### src/rtl/muldiv_pkg.sv
// Shared definitions for the iterative multiply/divide unit: operation
// codes, FSM states and the decoder funct/ALU-control constants that route
// instructions to it.
package muldiv_pkg;

  typedef enum logic [1:0] {
    MD_MULTU = 2'b00,
    MD_DIVU  = 2'b01,
    MD_MULT  = 2'b10,
    MD_DIV   = 2'b11
  } md_op_e;

  typedef enum logic [1:0] {
    IDLE = 2'b00,
    RUN  = 2'b01,
    DONE = 2'b10
  } md_state_e;

  localparam logic [5:0] FUNCT_MFHI  = 6'h10;
  localparam logic [5:0] FUNCT_MTHI  = 6'h11;
  localparam logic [5:0] FUNCT_MFLO  = 6'h12;
  localparam logic [5:0] FUNCT_MTLO  = 6'h13;
  localparam logic [5:0] FUNCT_MULTU = 6'h19;
  localparam logic [5:0] FUNCT_DIVU  = 6'h1B;

  localparam logic [2:0] ALUCTL_MULDIV = 3'b100;

endpackage

### src/rtl/muldiv_hilo.sv
// Architectural HI/LO registers. A completing operation overrides any
// MTHI/MTLO write presented on the same edge.
module muldiv_hilo
  import muldiv_pkg::*;
#(
  parameter int WIDTH = 32
) (
  input  logic             clk,
  input  logic             rst,
  input  logic             cmp_we_i,
  input  logic [WIDTH-1:0] cmp_hi_i,
  input  logic [WIDTH-1:0] cmp_lo_i,
  input  logic             wr_hi_i,
  input  logic             wr_lo_i,
  input  logic [WIDTH-1:0] wdata_i,
  output logic [WIDTH-1:0] hi_o,
  output logic [WIDTH-1:0] lo_o
);

  logic [WIDTH-1:0] hi_q, hi_d, lo_q, lo_d;

  // Write-priority mux: completion result first, then MT writes.
  always_comb begin
    hi_d = hi_q;
    lo_d = lo_q;
    if (cmp_we_i) begin
      hi_d = cmp_hi_i;
      lo_d = cmp_lo_i;
    end else begin
      if (wr_hi_i) hi_d = wdata_i;
      if (wr_lo_i) lo_d = wdata_i;
    end
  end

  // HI/LO state, cleared asynchronously.
  always_ff @(posedge clk or posedge rst) begin
    if (rst) begin
      hi_q <= '0;
      lo_q <= '0;
    end else begin
      hi_q <= hi_d;
      lo_q <= lo_d;
    end
  end

  assign hi_o = hi_q;
  assign lo_o = lo_q;

endmodule

### src/rtl/muldiv_unit.sv
// Iterative multiply/divide unit: shift-add MULTU and restoring DIVU, one
// iteration per cycle, results landing in HI/LO on the final edge.
// Optional macro MULDIV_SIGNED_EN adds MULT/DIV by working on operand
// magnitudes and fixing result signs on the completion edge.
module muldiv_unit
  import muldiv_pkg::*;
#(
  parameter int WIDTH = 32
) (
  input  logic             clk,
  input  logic             reset,
  input  logic             start,
  input  logic [1:0]       op,
  input  logic [WIDTH-1:0] a,
  input  logic [WIDTH-1:0] b,
  input  logic             wr_hi,
  input  logic             wr_lo,
  input  logic [WIDTH-1:0] wdata,
  output logic             busy,
  output logic             done,
  output logic [WIDTH-1:0] hi,
  output logic [WIDTH-1:0] lo
);

  localparam int CNT_W = $clog2(WIDTH) + 1;

  md_state_e          state_q, state_d;
  logic [CNT_W-1:0]   cnt_q, cnt_d;
  logic               div_q, div_d;
  logic [WIDTH-1:0]   a_q, a_d, b_q, b_d;
  logic [2*WIDTH-1:0] acc_q, acc_d;
  logic [WIDTH:0]     rem_q, rem_d;

  logic [WIDTH-1:0]   a_mag, b_mag;
  logic [WIDTH:0]     add_sum, shl_rem;
  logic [2*WIDTH-1:0] acc_it;
  logic [WIDTH:0]     rem_it;
  logic               div_zero, last;
  logic [WIDTH-1:0]   res_hi, res_lo;

`ifdef MULDIV_SIGNED_EN
  logic               sa_q, sa_d, sb_q, sb_d;
  logic [2*WIDTH-1:0] prod_neg;
  assign sa_d  = op[1] & a[WIDTH-1];
  assign sb_d  = op[1] & b[WIDTH-1];
  assign a_mag = sa_d ? -a : a;
  assign b_mag = sb_d ? -b : b;
`else
  logic unused_op;
  assign unused_op = op[1];
  assign a_mag     = a;
  assign b_mag     = b;
`endif

  // One multiply or divide iteration on the working registers.
  always_comb begin
    add_sum = {1'b0, acc_q[2*WIDTH-1:WIDTH]} + (acc_q[0] ? {1'b0, a_q} : '0);
    shl_rem = {rem_q[WIDTH-1:0], acc_q[WIDTH-1]};
    if (div_q) begin
      if (shl_rem >= {1'b0, b_q}) begin
        rem_it = shl_rem - {1'b0, b_q};
        acc_it = {acc_q[2*WIDTH-2:0], 1'b1};
      end else begin
        rem_it = shl_rem;
        acc_it = {acc_q[2*WIDTH-2:0], 1'b0};
      end
    end else begin
      rem_it = rem_q;
      acc_it = {add_sum, acc_q[WIDTH-1:1]};
    end
  end

  assign div_zero = div_q && (b_q == '0);
  assign last     = (state_q == RUN) && (div_zero || (cnt_q == CNT_W'(WIDTH - 1)));

  // Final HI/LO values formed from the last iteration's output.
  always_comb begin
    res_lo = acc_it[WIDTH-1:0];
    res_hi = div_q ? rem_it[WIDTH-1:0] : acc_it[2*WIDTH-1:WIDTH];
`ifdef MULDIV_SIGNED_EN
    prod_neg = -acc_it;
    if (div_q) begin
      if (sa_q ^ sb_q) res_lo = -res_lo;
      if (sa_q)        res_hi = -res_hi;
    end else if (sa_q ^ sb_q) begin
      res_hi = prod_neg[2*WIDTH-1:WIDTH];
      res_lo = prod_neg[WIDTH-1:0];
    end
`endif
    if (div_zero) begin
      res_lo = '1;
      res_hi = a_q;
`ifdef MULDIV_SIGNED_EN
      if (sa_q) res_hi = -a_q;
`endif
    end
  end

  // Next-state logic: capture in IDLE/DONE, iterate in RUN.
  always_comb begin
    state_d = state_q;
    cnt_d   = cnt_q;
    div_d   = div_q;
    a_d     = a_q;
    b_d     = b_q;
    acc_d   = acc_q;
    rem_d   = rem_q;
    case (state_q)
      RUN: begin
        acc_d = acc_it;
        rem_d = rem_it;
        cnt_d = cnt_q + CNT_W'(1);
        if (last) state_d = DONE;
      end
      default: begin
        state_d = IDLE;
        if (start) begin
          state_d = RUN;
          cnt_d   = '0;
          div_d   = op[0];
          a_d     = a_mag;
          b_d     = b_mag;
          rem_d   = '0;
          acc_d   = {{WIDTH{1'b0}}, (op[0] ? a_mag : b_mag)};
        end
      end
    endcase
  end

  // FSM and working registers.
  always_ff @(posedge clk or posedge reset) begin
    if (reset) begin
      state_q <= IDLE;
      cnt_q   <= '0;
      div_q   <= 1'b0;
      a_q     <= '0;
      b_q     <= '0;
      acc_q   <= '0;
      rem_q   <= '0;
    end else begin
      state_q <= state_d;
      cnt_q   <= cnt_d;
      div_q   <= div_d;
      a_q     <= a_d;
      b_q     <= b_d;
      acc_q   <= acc_d;
      rem_q   <= rem_d;
    end
  end

`ifdef MULDIV_SIGNED_EN
  // Operand sign flags, held for the result fix-up on completion.
  always_ff @(posedge clk or posedge reset) begin
    if (reset) begin
      sa_q <= 1'b0;
      sb_q <= 1'b0;
    end else if (start && (state_q != RUN)) begin
      sa_q <= sa_d;
      sb_q <= sb_d;
    end
  end
`endif

  assign busy = (state_q == RUN);
  assign done = (state_q == DONE);

  muldiv_hilo #(.WIDTH(WIDTH)) u_hilo (
    .clk      (clk),
    .rst      (reset),
    .cmp_we_i (last),
    .cmp_hi_i (res_hi),
    .cmp_lo_i (res_lo),
    .wr_hi_i  (wr_hi),
    .wr_lo_i  (wr_lo),
    .wdata_i  (wdata),
    .hi_o     (hi),
    .lo_o     (lo)
  );

endmodule

### config.mk
export PLATFORM = sky130hd
export DESIGN_NAME = muldiv_unit
export DESIGN_NICKNAME = d
export VERILOG_FILES = /design/src/rtl/muldiv_pkg.sv /design/src/rtl/muldiv_hilo.sv /design/src/rtl/muldiv_unit.sv
export SDC_FILE = /design/constraint.sdc
export NUM_CORES = 1
export LEC_CHECK = 0
export ABC_AREA = 1
export ABC_CLOCK_PERIOD_IN_PS = 17250
export BUFFER_PORTS_ARGS = -buffer_cell sky130_fd_sc_hd__clkbuf_2
export CORE_ASPECT_RATIO = 1.4
export CORE_MARGIN = 3
export CORE_UTILIZATION = 55
export DETAILED_ROUTE_END_ITERATION = 8
export GPL_ROUTABILITY_DRIVEN = 0
export MAX_ROUTING_LAYER = met4
export PLACE_DENSITY = 0.82
export SYNTH_ARGS = -nofsm -noshare
export SYNTH_HDL_FRONTEND = slang
export SYNTH_SLANG_ARGS = --single-unit
### constraint.sdc
create_clock -name clk -period 17.25 [get_ports clk]
set_clock_uncertainty 0.05 [all_clocks]
set_input_delay 3.45 -clock clk [delete_from_list [all_inputs] [get_ports clk]]
set_output_delay 3.45 -clock clk [all_outputs]
set_load 0.05 [all_outputs]
# --- Word-level counts from Yosys, hierarchy flattened ---
# Cells that the tools add are included.
totals:
  register_bits: 233
  latch_bits: 0
  ramBits: 0
  rom_bits: 0
  input_bits: 103
  output_inout_bits: 66
  word_cells: 48
  memories: 0
op_classes:
  add_sub_neg: 3
  mul: 0
  div_mod_pow: 0
  order_cmp: 1
  n_eq_ne: 4
  shift: 0
  mux: 22
  n_bitwise: 1
  reduce_logical: 8
ops:
  columns: ["operator", "count"]
  rows:
  - ["2-to-1 mux 32 bit", 13]
  - ["2-to-1 mux 64 bit", 3]
  - ["adder 32 x 32 -> 33 bit", 1]
  - [">= comparator 33 x 32 -> 1 bit", 1]
  - ["zero test 32 bit", 1]
  - ["subtractor 32 bit", 1]
  - ["2-to-1 mux 6 bit", 2]
  - ["adder 6 x 1 -> 6 bit, second input constant", 1]
  - ["== test 6 x 5 -> 1 bit, second input constant", 1]
  - ["nonzero test 2 bit", 3]
  - ["2-to-1 mux 2 bit", 2]
  - ["== test 2 x 1 -> 1 bit, second input constant", 1]
  - ["== test 2 bit, second input constant", 1]
  - ["logical AND 1 bit", 2]
  - ["2-to-1 mux 1 bit", 2]
  - ["!= test 2 x 1 -> 1 bit, second input constant", 1]
  - ["AND reduction 2 bit", 1]
  - ["logical OR 1 bit", 1]
  - ["inverter 1 bit", 1]

# --- Logic depth before layout (Yosys ltp) ---
# Gate-level depths: netlist of the first run.
depth:
  depth_word: 6
  depth_mapped: 20

# --- Modules after synthesis ---
# A second synthesis of the first run with hierarchy kept.
hier_totals:
  cells_unflattened: 2670
  hier_area_um2: 16920.0
by_module_without_submodules:
  columns: ["mod", "n_inst", "cells_each", "area_per_inst_um2"]
  rows:
  - ["muldiv_unit", 1, 2319, 14063.5]
  - ["muldiv_hilo", 1, 351, 2856.5]

# --- Least setup slack after synthesis of the first run ---
# Ideal clock, no wire load.
synth_path:
  path_type: "flip-flop to output port"
  start: "register state_q[1]"
  end: "output port busy"
  arrival_ns: 1.294
  t_required_ns: 13.750
  slack_ns: 12.456
  path_stages_with_launch: 5
  cell_sequence: "dfrtp_1 -> inv_1 -> nand2_1 -> inv_2 -> buf_1"
synth_via:
  elab_chain_len: 1
synth_lines:
  columns: ["element", "line_no", "text"]
  rows:
  - ["from (decl)", "muldiv_unit.sv:27", "md_state_e state_q, state_d;"]
  - ["from (signal assigned)", "muldiv_unit.sv:141", "state_q <= state_d;"]
  - ["== test 2 x 1 -> 1 bit", "muldiv_unit.sv:164", "assign busy = (state_q == RUN);"]
  - ["to (decl)", "muldiv_unit.sv:19", "output logic busy,"]
# Every way passes these cells.

==> flow_summary.ini, run 1 <==
[critical_path]
worstSetupStartpointType = primary input
end_kind = asynchronous set/reset pin
worst_r2r_path_depth = 15
crit_fanout = 82
crit_path_start = reset
cp.arrival_ns = 5.90
critPathCapture = a_q[17]
crit_type = primary input to asynchronous set/reset pin
r2r-start = acc_q[0]
critical_path_required_ns = 17.74
r2r-end = u_hilo.hi_o[13]
r2r_slack_ns = 13.34

[grt]
grt_overflow = 0
grt_pass1_vias = 17076
grt_max_degree = 95
grt_pass1_wl_mm = 88.22
track_usage_pct = 34.78
antenna_found_initial = 1

[flow_run]
cap_violations = 0

[routing]
ant_nets = 0
drc = 0
drt_wl_total_mm = 55.90
routedWlPerCell_um = 18.17
num_vias = 18053
firstDrtPassIters = 9
drtIter0Drc = 1904
viasPerCell = 5.869

[clock_tree]
htreeDepth = 1
clk_pin_slew_worst_paths_ns = 0.06
clk_latency_ns = 0.56
cts_root_buffer = clkbuf_16
cts_tree = yes
cts.hold.buffers_added = 0
numCtsBuffers = 24
cts_sinks = 233
clockBufferDepth = 3
post_cts.repair.setup_buffers = 0
ctsResizeCount = 0

[placement]
dp_hpwl_mm = 40.86
dp_cells = 3034
port_buffers = 167

[power_and_ir_drop]
p_switching_uw = 2039
power_density_nw_per_um2 = 210.5
clock_power_share_pct = 14.5
seq_power_share_pct = 24.8
peakVddDrop_v = 0.0001392
combPwrFrac_pct = 60.7
p_leak_uw = 0.01025
internal-power_uw = 1825
switching_share_pct = 52.76

[die]
fp.dieW_um = 152.5
initial_core_util_pct = 56.15
die_height_um = 211.1
rows = 74
die_area_um2 = 32210
io_pins = 169
core_um2 = 29440

[logic_synthesis]
synth_most_common_cell = nand2_1
synthFlopType = dfrtp_1
yosysSeqAreaShare_pct = 35.27
synthCells = 2579
yosysTopAreaCellShare_pct = 35.27
ys_seq_elements = 233
asyncSetResetFlopFracSynth_pct = 100.0
synth_top_cell_by_area = dfrtp_1
synthesis.nets = 2749
yosysUniqueCellTypes = 44
yosys-top-cells-area = dfrtp_1, nand2_1, o21ai_0
synth-edff-count = 0
syn_area_per_cell_um2 = 6.411
syn_area_um2 = 16530
ys_warn_count = 0
synth_common_cells = nand2_1, inv_1, o21ai_0

[sta]
post-route-period-util_pct = 31.37
maxSlewHeadroom_pct = 14.30
finalSetupTns_ns = 0
fmax_ghz = 0.1848
rsz0062_at_grt = no
setup_violations = 0
slew_violations = 0
tightest_slew_ns = 1.285
post-route-min-period_ns = 5.412
hold_viol_final = 0

[final_layout]
area_growth_pct = 11.00
drive_gt1_share_pct = 9.981
layout.nets = 2850
instances_no_fill = 3076

[outcome]
status = finished clean

[min_path]
hold_class = flip-flop to flip-flop
how the worst min path moves through the flow:
stage	slack, ns	cells past startpoint	from	end
after CTS	0.46	2	a_q[5]	a_q[5]
after detailed placement	0.44	2	a_q[5]	a_q[5]
after global routing	0.48	2	a_q[4]	a_q[4]
after global placement	0.44	2	a_q[15]	a_q[15]
final	0.46	2	a_q[17]	a_q[17]
after floorplan	0.42	2	a_q[0]	a_q[0]
worst max-delay path, stage by stage:
cell      delay, ns
clkbuf_2       0.12
inv_8          0.40
buf_4          0.90
buf_4          0.82
sequential cells by signal (all words and copies together) (netlist names):
| register | flops |
|---|---|
| acc_q | 64 |
| u_hilo.hi_o | 32 |
| state_q | 2 |
| u_hilo.lo_o | 32 |
| b_q | 32 |
| a_q | 32 |
| div_q | 1 |
| rem_q | 32 |
| cnt_q | 6 |
cell usage in the layout (no fill, tap or decap), types with 5 or more instances in the layout:
cell type,synthesis,routed
nor2_1,214,212
nand2_2,10,9
o22ai_1,5,5
nor3_1,18,18
ha_1,65,65
clkbuf_16,0,24
o21ai_0,235,235
nand3_1,227,227
xor2_1,7,7
nand4_1,24,24
clkbuf_2,0,167
nand2_1,882,882
nor2_2,5,6
a22o_1,5,5
or2_2,9,9
inv_2,10,12
dfrtp_1,233,232
nand3b_1,8,8
nor4_1,7,7
bufinv_16,0,5
buf_4,1,16
a21oi_1,117,117
nor2_4,4,5
o21ai_1,47,47
o21bai_1,6,6
clkinv_1,6,5
inv_1,296,294
per-layer routing:
layer / wire [um] / global-route usage, % / vias up / share of wire [%]
met5: 0 / - / - / 0
li1: - / - / 8456 / -
met4: 3814 / 19.58 / 0 / 6.8
met3: 5611 / 5.411 / 260 / 10
met1: 20420 / 41.94 / 8318 / 37
met2: 26060 / 56.08 / 1019 / 47
through the flow:
step / power, uW / worst slack, ns / instance area (um2) / utilization [%] / hold WS (ns)
after floorplan: 2634 / 7.360 / 16530 / - / 0.4214
final: 3864 / 11.84 / 18350 / 62.33 / 0.4606
after global routing: 4181 / 11.46 / 18350 / 62.33 / 0.4802
after detailed placement: 3219 / 11.18 / 17520 / 59.51 / 0.4418
after CTS: 3792 / 11.74 / 18350 / 62.32 / 0.4592
after global placement: 3153 / 11.22 / 17520 / 59.51 / 0.4374
kinds of logic after synthesis:
| family | synth area share (%) |
|---|---|
| flip-flops | 35.27 |
| AND/OR/NAND/NOR | 35.67 |
| AO/OA/AOI/OAI | 13.53 |
| adder cells (fa/ha/maj) | 5.161 |
| buffers and inverters | 9.899 |
| XOR/XNOR | 0.4768 |
layout make-up:
| class | count | area [um2] |
|---|---|---|
| diodes | 1 | 2.502 |
| inverters | 312 | 1179 |
| flip-flops and latches | 233 | 5832 |
| repair buffers | 183 | 955.9 |
| well taps | 380 | 475.5 |
| clock buffers | 28 | 615.6 |
| multi-input cells | 1926 | 9081 |
| fillers | 2701 | 11090 |
| clock inverters | 13 | 211.5 |
power by group through the flow:
| stage | sequential, uW | clock, uW | combinational [uW] |
|---|---|---|---|
| after floorplan | 988 | 0 | 1650 |
| after global placement | 947 | 0 | 2210 |
| after detailed placement | 956 | 0 | 2260 |
| after CTS | 950 | 564 | 2280 |
| after global routing | 982 | 586 | 2610 |
| final | 958 | 561 | 2340 |
Power figures use the tool's default switching activity.
==> inputs of run 2 (changes only) <==
Settings changed: ABC_CLOCK_PERIOD_IN_PS 17250 to 4480, PLACE_DENSITY 0.82 to 0.85.
Clock period 17.25 ns to 4.48 ns, I/O delays scaled along.
==> flow_summary.ini, run 2 (synthesized netlist as in run 1, its figures left out) <==
[placement]
port_buffers = 167
post-place-ws_ns = 0.7885
dp_hpwl_mm = 42.80
place_area_um2 = 17590

[min_path]
hold_class = flip-flop to flip-flop
hold_path_depth = 2

[critical_path]
slowest_delay_ns = 0.74
r2r-start = div_q
crit_type = flip-flop to flip-flop
cp.arrival_ns = 4.16
crit_path_start = div_q
crit_fanout = 69
cp_common_cell = inv_2
crit_family = simple AND/OR/NAND/NOR gates
path_depth = 11
cp_slowest_cell = inv_2
worstSetupStartpointType = flip-flop
worst-path-buf-inv = 3
critPathCapture = u_hilo.lo_o[9]
r2r_slack_ns = 0.69
r2r-end = u_hilo.lo_o[9]
worst_r2r_path_depth = 11
critical_path_required_ns = 4.84
worstPathCellList = inv_2 -> nor4_1 -> nand3_1 -> nor2_2 -> inv_2 -> nand2_1 -> nand2_4 -> buf_4 -> nand2_2 -> nor2_1 -> a31oi_1
end_kind = flip-flop

[die]
initial_core_util_pct = 56.15
fp.dieW_um = 152.5
rows = 74
die_area_um2 = 32210
die_height_um = 211.1
io_pins = 169
core_um2 = 29440

[clock_tree]
cts_sinks = 233
numCtsBuffers = 24
cts.hold.buffers_added = 0
htreeDepth = 1
cts_root_buffer = clkbuf_16
post_cts.repair.setup_buffers = 0
ctsResizeCount = 0
cts_tree = yes
clk_latency_ns = 0.54
clockBufferDepth = 3
clk_pin_slew_worst_paths_ns = 0.06

[power_and_ir_drop]
peakVddDrop_v = 0.0003844
p_leak_uw = 0.01031
switching_share_pct = 53.27
seq_power_share_pct = 23.7
p_switching_uw = 8117
finalPower_uw = 15240
combPwrFrac_pct = 61.6
clock_power_share_pct = 14.7
power_density_nw_per_um2 = 825.6
internal-power_uw = 7122

[sta]
hold_viol_final = 0
post-route-min-period_ns = 3.795
hold_ws_ns = 0.4646
finalSetupTns_ns = 0
rsz0062_at_grt = no
slew_violations = 0
maxSlewHeadroom_pct = 26.56
tightest_slew_ns = 1.102
fmax_ghz = 0.2635
worst_slack_ns = 0.6852
post-route-period-util_pct = 84.71
setup_violations = 0

[final_layout]
regArea_um2 = 5832
fill_cells = 2651
largest_reg_flops = 64
largest-register = acc_q
layout.nets = 2856
drive_gt1_share_pct = 10.18
multi_input_area_um2 = 9081
diodes = 0
final_common_cell = nand2_1
final_cell_area_um2 = 18460
final_cell_mix = nand2_1, inv_1, o21ai_0
area_growth_pct = 11.64

[grt]
antenna_found_initial = 0
grt_max_degree = 95
grt_overflow = 0
track_usage_pct = 36.45
grt_pass1_wl_mm = 92.00
grt_pass1_vias = 17961

[routing]
viasPerCell = 5.996
firstDrtPassIters = 8
num_vias = 18481
drt_wl_total_mm = 58.79
drtIter0Drc = 2454
drc = 0
routedWlPerCell_um = 19.08
ant_nets = 0

[flow_run]
cap_violations = 0

[outcome]
status = finished clean
[run 2: changes by cell type in the layout (fill, tap and decap cells not counted), sizes merged]
cell    change
buf         +6
clkbuf      +7
diode       -1
bufinv      -1
clkinv      -5
[run 2: routing by layer]
metal  global-route usage, %  vias up  wire length [um]
met3                   4.796      319              6391
met1                   43.57     8443             20520
met5                       -        -                 0
met2                   58.32     1258             27340
met4                   23.64        0              4543
li1                        -     8461                 -
[run 2: how the worst min path moves through the flow]
stage	startpoint	end	slack (ns)
4_1_cts	a_q[31]	a_q[31]	0.46
5_1_grt	acc_q[63]	acc_q[63]	0.48
3_5_place_dp	a_q[31]	a_q[31]	0.45
2_1_floorplan	a_q[0]	a_q[0]	0.42
6_report	a_q[31]	a_q[31]	0.46
3_3_place_gp	a_q[14]	a_q[14]	0.44
[run 2: metrics by stage]
stage | util (%) | cells
3_5_place_dp | 59.74 | 3040
5_1_grt | 62.69 | 3082
4_1_cts | 62.69 | 3082
3_3_place_gp | 59.74 | 3040
6_report | 62.69 | 3082
2_1_floorplan | - | 2579
[run 2: cell type report]
type | instances | area share (%)
Clock buffer | 35 | 3.918
Timing Repair Buffer | 189 | 5.559
Multi-Input combinational cell | 1926 | 49.20
Sequential cell | 233 | 31.60
Tap cell | 380 | 2.576
Clock inverter | 7 | 0.7863
Inverter | 312 | 6.365
[run 2: worst reg2reg max path: stages, from the launching register on]
cell and delay [ns]:
dfrtp_2 0.54, inv_2 0.10, nor4_1 0.05, nand3_1 0.08, nor2_2 0.06, inv_2 0.74
nand2_1 0.24, nand2_4 0.60, buf_4 0.61, nand2_2 0.37, nor2_1 0.19, a31oi_1 0.05
[run 2: power by group through the flow]
stage	Combinational [uW]	Clock (uW)	Sequential, uW
floorplan	6340	0	3800
global placement	8730	0	3570
detailed placement	9000	0	3610
CTS	9070	2250	3590
global route	10300	2330	3700
finish	9380	2240	3620
